--- src/rtl/mac_accumulator.sv ---
// Accumulate stage of the 16-bit MAC: sums a frame of unsigned products into a wide
// accumulator with optional saturation, then holds the result on a valid/ready port.
module mac_accumulator #(
  parameter int          PROD_W   = 32,
  parameter int          ACC_W    = 40,
  parameter int          CNT_W    = 8,
  parameter int unsigned SATURATE = 1
) (
  input  logic              clk,
  input  logic              rst,
  input  logic              prod_valid,
  input  logic [PROD_W-1:0] prod_data,
  input  logic              prod_last,
  output logic              prod_ready,
  output logic              res_valid,
  output logic [ACC_W-1:0]  res_data,
  output logic [CNT_W-1:0]  res_count,
  output logic              res_ovf,
  input  logic              res_ready,
  output logic              busy
);

  typedef enum logic [1:0] {
    S_IDLE = 2'd0,
    S_ACC  = 2'd1,
    S_DONE = 2'd2
  } state_e;

  state_e             state_q, state_d;
  logic [ACC_W-1:0]   acc_q, acc_d;
  logic [CNT_W-1:0]   count_q, count_d;
  logic               ovf_q, ovf_d;

  logic               accept;
  logic [ACC_W:0]     sum;

  assign prod_ready = ~rst & (state_q != S_DONE);
  assign accept     = prod_valid & prod_ready;

  // One spare MSB captures the carry that signals overflow of the accumulator.
  assign sum = {1'b0, acc_q} + (ACC_W+1)'(prod_data);

  always_comb begin
    // NOTE: every variable gets a default first so no path leaves it unassigned (no latches).
    state_d = state_q;
    acc_d   = acc_q;
    count_d = count_q;
    ovf_d   = ovf_q;

    unique case (state_q)
      S_IDLE: begin
        if (accept) begin
          acc_d   = ACC_W'(prod_data);
          count_d = CNT_W'(1);
          ovf_d   = 1'b0;
          state_d = prod_last ? S_DONE : S_ACC;
        end
      end

      S_ACC: begin
        if (accept) begin
          if (sum[ACC_W]) begin
            ovf_d = 1'b1;
            acc_d = (SATURATE != 0) ? {ACC_W{1'b1}} : sum[ACC_W-1:0];
          end else begin
            acc_d = sum[ACC_W-1:0];
          end
          // Term count sticks at its maximum rather than wrapping.
          if (!(&count_q)) begin
            count_d = count_q + CNT_W'(1);
          end
          if (prod_last) begin
            state_d = S_DONE;
          end
        end
      end

      S_DONE: begin
        if (res_ready) begin
          state_d = S_IDLE;
        end
      end

      default: state_d = S_IDLE;
    endcase
  end

  // NOTE: sequential state uses non-blocking assignments so all registers update together.
  always_ff @(posedge clk) begin
    if (rst) begin
      state_q <= S_IDLE;
      acc_q   <= '0;
      count_q <= '0;
      ovf_q   <= 1'b0;
    end else begin
      state_q <= state_d;
      acc_q   <= acc_d;
      count_q <= count_d;
      ovf_q   <= ovf_d;
    end
  end

  assign res_valid = (state_q == S_DONE);
  assign res_data  = acc_q;
  assign res_count = count_q;
  assign res_ovf   = ovf_q;
  assign busy      = (state_q != S_IDLE);

endmodule

--- config.mk ---
export PLATFORM = sky130hd
export DESIGN_NAME = mac_accumulator
export DESIGN_NICKNAME = d
export VERILOG_FILES = /design/src/rtl/mac_accumulator.sv
export SDC_FILE = /design/constraint.sdc
export NUM_CORES = 1
export LEC_CHECK = 0
export CAP_MARGIN = 20
export CORE_MARGIN = 5
export CORE_UTILIZATION = 25
export DETAILED_ROUTE_END_ITERATION = 6
export GPL_TIMING_DRIVEN = 0
export HOLD_SLACK_MARGIN = 0.1
export PLACE_DENSITY_LB_ADDON = 0.05
export SLEW_MARGIN = 20
export SYNTH_ARGS = -nofsm -noshare
export SYNTH_HDL_FRONTEND = slang
export SYNTH_SLANG_ARGS = --single-unit
export TNS_END_PERCENT = 5
--- constraint.sdc ---
create_clock -name clk -period 8.6 [get_ports clk]
set_clock_uncertainty 0.2 [all_clocks]
set_input_delay 1.29 -clock clk [delete_from_list [all_inputs] [get_ports clk]]
set_output_delay 1.29 -clock clk [all_outputs]
set_load 0.05 [all_outputs]
### After elaboration in Yosys (flattened, before gate mapping)

Cells that the tools add are included.

* bits in registers: 51
* bits of input ports: 37
* output and inout port bits: 52
* word-level logic and storage cells: 44

* add/subtract/negate cells: 2
* equality and inequality tests: 9
* mux-type cells: 18
* bitwise gates (word level): 3
* reductions and logical operators: 8

Operator list (number)
* 2-to-1 mux 40 bit: 3
* case mux 40 bit (2 select lines): 1
* adder 40 x 32 -> 41 bit: 1
* 2-to-1 mux 8 bit: 3
* case mux 8 bit (2 select lines): 1
* inequality test 2 bit (second input constant): 6
* AND reduction 4 bit: 3
* 2-to-1 mux 2 bit: 5
* adder 8 x 1 -> 8 bit (second input constant): 1
* AND reduction 8 bit: 1
* case mux 2 bit (3 select lines): 1
* nonzero test 2 bit: 2
* 2-to-1 mux 1 bit: 3
* AND reduction 3 bit: 1
* bitwise AND 1 bit: 2
* == test 2 x 1 -> 1 bit (second input constant): 1
* == test 2 bit (second input constant): 1
* zero test 2 bit: 1
* inequality test 2 x 1 -> 1 bit (second input constant): 1
* case mux 1 bit (2 select lines): 1
* NOT 1 bit: 1

### Depth between registers and ports, before layout

Gate-level depths: netlist of the first run.

* depth in word-level cells: 5
* gate-level depth with buffers: 12
* depth with buffers taken out: 11

### Least setup slack after synthesis of the first run

OpenSTA, ideal clock, no wires.

* path kind: input -> register
* from: in prod_data[0]
* to: reg acc_q[29], in the netlist res_data[29]
* library setup time: 127 ps
* data arrival time: 3610 ps
* required time: 8273 ps
* slack: 4663 ps
* stages on the path: 12
* path buffers: 1
* cell sequence: ha_1 fa_1 a21oi_1 nor2_1 o32ai_2 o211ai_2 a21oi_2 o31a_1 o21ai_2 nor2_1 buf_6 a22oi_1

* longest elaborated chain between the ends: 4

RTL lines
* from (decl): RTL line 12 `input logic [PROD_W-1:0] prod_data,`
* adder 40 x 32 -> 41 bit: RTL line 41 `assign sum = {1'b0, acc_q} + (ACC_W+1)'(prod_data);`
* 2-to-1 mux 40 bit: RTL line 62 `if (sum[ACC_W]) begin`
* 2-to-1 mux 40 bit: RTL line 61 `if (accept) begin`
* case mux 40 bit (2 select lines): RTL line 50 `unique case (state_q)`
* to (signal assigned): RTL line 92 `acc_q <= '0;`
* to (signal assigned): RTL line 97 `acc_q <= acc_d;`
* to (decl): RTL line 30 `logic [ACC_W-1:0] acc_q, acc_d;`

Every way passes these cells. The select of a mux whose other input is x is not followed.
A chain may end at the register's enable or synchronous reset.

### Worst setup path after layout of the first run

* from: in prod_data[0]
* to: reg acc_q[11], in the netlist res_data[11]

The elaborated chain is that of the path after synthesis.

==> flow_summary_export.csv, run 1 <==
group,metric,value,unit
finish,multi_input_area,2830,um^2
worst_setup_path,slowest_delay,0.46,ns
timing,relSlewSlack,46.0,%
timing,fin_crit,4.69,ns
finish,seqCellArea,1020,um^2
floorplanning,ios,89,
floorplanning,die_w,137,um
timing,tightest_slew,0.810,ns
floorplanning,initial_core_util,25.3,%
timing,setup_viol,0,
timing,fin_crit_sh,54.5,%
grt,grt_pass1_vias,4241,
timing,max_freq,213,MHz
finish,diodes,0,
worst_setup_path,critPathLaunchType,"primary input",
synthesis,synth_ff_type,"dfxtp_1",
worst_setup_path,reg2reg_depth,12,
finish,syn2layout_area_growth,32.1,%
clock_network,cts_hold_buf,0,
synthesis,synth_most_common_cell,"nand2_1",
synthesis,ys_top_cells_by_count,"78 x nand2_1, 51 x dfxtp_1, 50 x a21oi_1",
clock_network,cts_tree,"yes",
timing,rsz0062_at_grt,"false",
timing,hold_violations,0,
synthesis,avgSynthCellArea,7.72,um^2
worst_setup_path,crit_buf_inv,2,
synthesis,synth-seq-cells,51,
worst_setup_path,rrSetupSlack,5.04,ns
finish,final_nets,683,
synthesis,syn_nets,590,
pwr,peakVddDrop,73.9,uV
placed_design,portBuffers,86,
grt,grt_pass1_wl,23.4,mm
clock_network,cts_buffer_depth,2,
worst_setup_path,cp.arrival,4.64,ns
worst_setup_path,crit_path_frequent_cell,"nor2_1",
detailed_routing,viasPerCell,5.14,
outcome,status,"completed",
hold_path,whs_endpoint,"res_data[21]$_SDFFE_PP0P_",
synthesis,synthDominantCellAreaShare,25.5,%
worst_setup_path,cp_slowest_cell,"o32ai_2",
clock_network,postCtsSetupBuffers,0,
pwr,powerDensity,151,nW/um^2
finish,final_util,33.4,%
grt,grt_max_degree,17,
grt,gr-total-overflow,0,
worst_setup_path,critPathKind,"in -> reg",
detailed_routing,wl,15.0,mm
floorplanning,die_area,18700,um^2
synthesis,yosys_warnings,0,
detailed_routing,post_drt_wl_per_cell,18.1,um
worst_setup_path,cp_max_fo,10,
clock_network,clock_latency,0.31,ns
synthesis,synth_area_leaders,"dfxtp_1 25%, ha_1 10%, nand2_1 7.3%",
clock_network,htreeDepth,2,
worst_setup_path,worstPathRequired,8.55,ns
finish,drive_gt1_share,5.38,%
worst_setup_path,r2r-start,"res_data[0]$_SDFFE_PP0P_",
detailed_routing,first_pass_iters,5,
detailed_routing,vias,4262,
detailed_routing,initialDrtViolationCount,241,
clock_network,cts-resized-gates,0,
placed_design,routabilityCongestion,0.891,
clock_network,root_buffer,"clkbuf_16",
synthesis,yosysSeqAreaShare,25.5,%
synthesis,synth_cells,519,
floorplanning,die_y,137,um
clock_network,path_clk_slew,0.08,ns
synthesis,synth_edf_count,0,
clock_network,numCtsBuffers,5,
synthesis,synth_area_leader_cell,"dfxtp_1",
synthesis,syn_area,4010,um^2
grt,grt_usage,16.2,%
worst_setup_path,crit_path_end_kind,"flop",
finish,fill_cells,1687,
synthesis,ys_types,61,
detailed_routing,drtAntennaViolNets,0,
worst_setup_path,r2r_end,"res_data[11]$_SDFFE_PP0P_",
run,drv_cap,0,
timing,fin_setup_tns,0,ns
pwr,power.leakage,2.03,nW
hold_path,hp-start,"res_data[21]$_SDFFE_PP0P_",
clock_network,clock-sinks,51,
hold_path,hp-class,"reg -> reg",
hold_path,holdPathStages,2,
grt,antenna_found_initial,0,
floorplanning,design.core.area,15800,um^2
worst_setup_path,worstPathCellList,"clkdlybuf4s50_1 -> ha_1 -> fa_1 -> a21oi_1 -> nor2_1 -> o32ai_2 -> o211ai_2 -> a21oi_2 -> o31a_1 -> o21ai_2 -> nor2_1 -> buf_6 -> a221oi_2",
detailed_routing,drc,0,
timing,final_max_slew_viol_count,0,
floorplanning,row_count,46,
synthesis,synthArstFlopShare,0,%
worst_setup_path,cp_top_family,"compound AO/OA/AOI/OAI gates",
placed_design,place_hpwl,11.5,mm
-- layer usage --
layer / wire, um / up-vias / GRT usage (%)
li1: - / 2130 / -
met1: 7390 / 2008 / 23.4
met2: 6660 / 112 / 25.1
met3: 752 / 12 / 3.01
met4: 181 / 0 / 3.53
met5: 0 / - / 0
-- power by group --
group | internal [mW] | switching (mW) | total [mW]
registers | 0.250 | 0.0126 | 0.263
logic | 0.116 | 0.200 | 0.315
clock network | 0.117 | 0.107 | 0.224
-- sequential cells by signal, indices dropped and copies added, names as in the netlist --
register / count
res_count: 8
res_ovf: 1
state_q: 2
res_data: 40
-- kinds of logic after synthesis --
kind of cell / Yosys count / share of synthesized area (%)
adders and majority gates: 34 / 10.8
buffers and inverters: 37 / 3.84
and+or+nand+nor: 183 / 21.1
xor gates and xnor gates: 34 / 7.43
DFF: 51 / 25.5
AOI/OAI and AO/OA: 180 / 31.3
-- placed cells by master (no fill, tap or decap), types with 3 or more instances in the layout --
master,count
xor2_1,16
o21ai_1,3
clkdlybuf4s50_1,86
xnor2_1,18
nand3_1,19
nor2_1,37
and4_1,3
clkbuf_1,19
nor4_1,5
o22ai_1,3
o21a_1,3
a211o_1,3
dfxtp_1,51
nand4_1,6
ha_1,33
a31oi_1,9
and3_1,7
o211ai_1,7
nand2_1,78
o221ai_1,20
o21ai_0,34
o31ai_1,3
clkbuf_16,5
o21bai_1,4
or3_1,3
nor3_1,8
a221oi_2,7
inv_1,12
a21oi_1,50
nor2b_1,7
o2111ai_1,3
a21o_1,7
a22oi_1,3
-- cell type report --
type / count / area share [%]
plain buffers: 24 / 1.99
clock buffers: 6 / 2.62
clock inverters: 2 / 0.307
inverters: 13 / 0.922
multi-input cells: 431 / 53.5
flip-flops and latches: 51 / 19.3
well taps: 216 / 5.11
repair buffers: 86 / 16.3
-- worst max path at each step --
stage	startpoint	to	slack, ns	cells past startpoint
2_1_floorplan	prod_data[0]	res_data[29]$_SDFFE_PP0P_	4.66	12
3_3_place_gp	prod_data[0]	res_data[22]$_SDFFE_PP0P_	3.52	13
3_5_place_dp	prod_data[0]	res_data[22]$_SDFFE_PP0P_	3.55	13
4_1_cts	prod_data[0]	res_data[11]$_SDFFE_PP0P_	3.86	13
5_1_grt	prod_data[0]	res_data[11]$_SDFFE_PP0P_	3.70	13
6_report	prod_data[0]	res_data[11]$_SDFFE_PP0P_	3.91	13
-- per-stage QoR --
| stage | instances | setup WS, ns | hold WS (ns) | instance area [um^2] | total power, mW |
|---|---|---|---|---|---|
| global route | 829 | 3.70 | 0.292 | 5290 | 0.852 |
| global placement | 821 | 3.52 | 0.249 | 5140 | 0.583 |
| floorplan | 519 | 4.66 | 0.261 | 4010 | 0.481 |
| finish | 829 | 3.91 | 0.264 | 5290 | 0.802 |
| CTS | 829 | 3.86 | 0.267 | 5290 | 0.814 |
| detailed placement | 821 | 3.55 | 0.257 | 5140 | 0.583 |
-- worst reg2reg max path, cell delays in order (launching register included) --
cell and delay [ns]:
dfxtp_1 0.33, ha_1 0.23, fa_1 0.42, a21oi_1 0.22
nor2_1 0.11, o32ai_2 0.46, o211ai_2 0.24, a21oi_2 0.24
o31a_1 0.28, o21ai_2 0.11, nor2_1 0.26, buf_6 0.24
a221oi_2 0.08
No activity file was read; power rests on OpenSTA's default activity.
==> inputs of run 2 (changes only) <==
Clock period 8.6 ns to 4.8 ns, I/O delays scaled along.
==> results of run 2 <==
Same layout as run 1 (identical final DEF). Status: completed.
Among the figures that moved: setup slack after placement 3.55 ns -> 0.318 ns; setup slack after layout 3.91 ns -> 0.683 ns; register-to-register setup slack 5.04 ns -> 1.24 ns; total power 0.802 mW -> 1.44 mW; worst IR drop on VDD 73.9 uV -> 132 uV
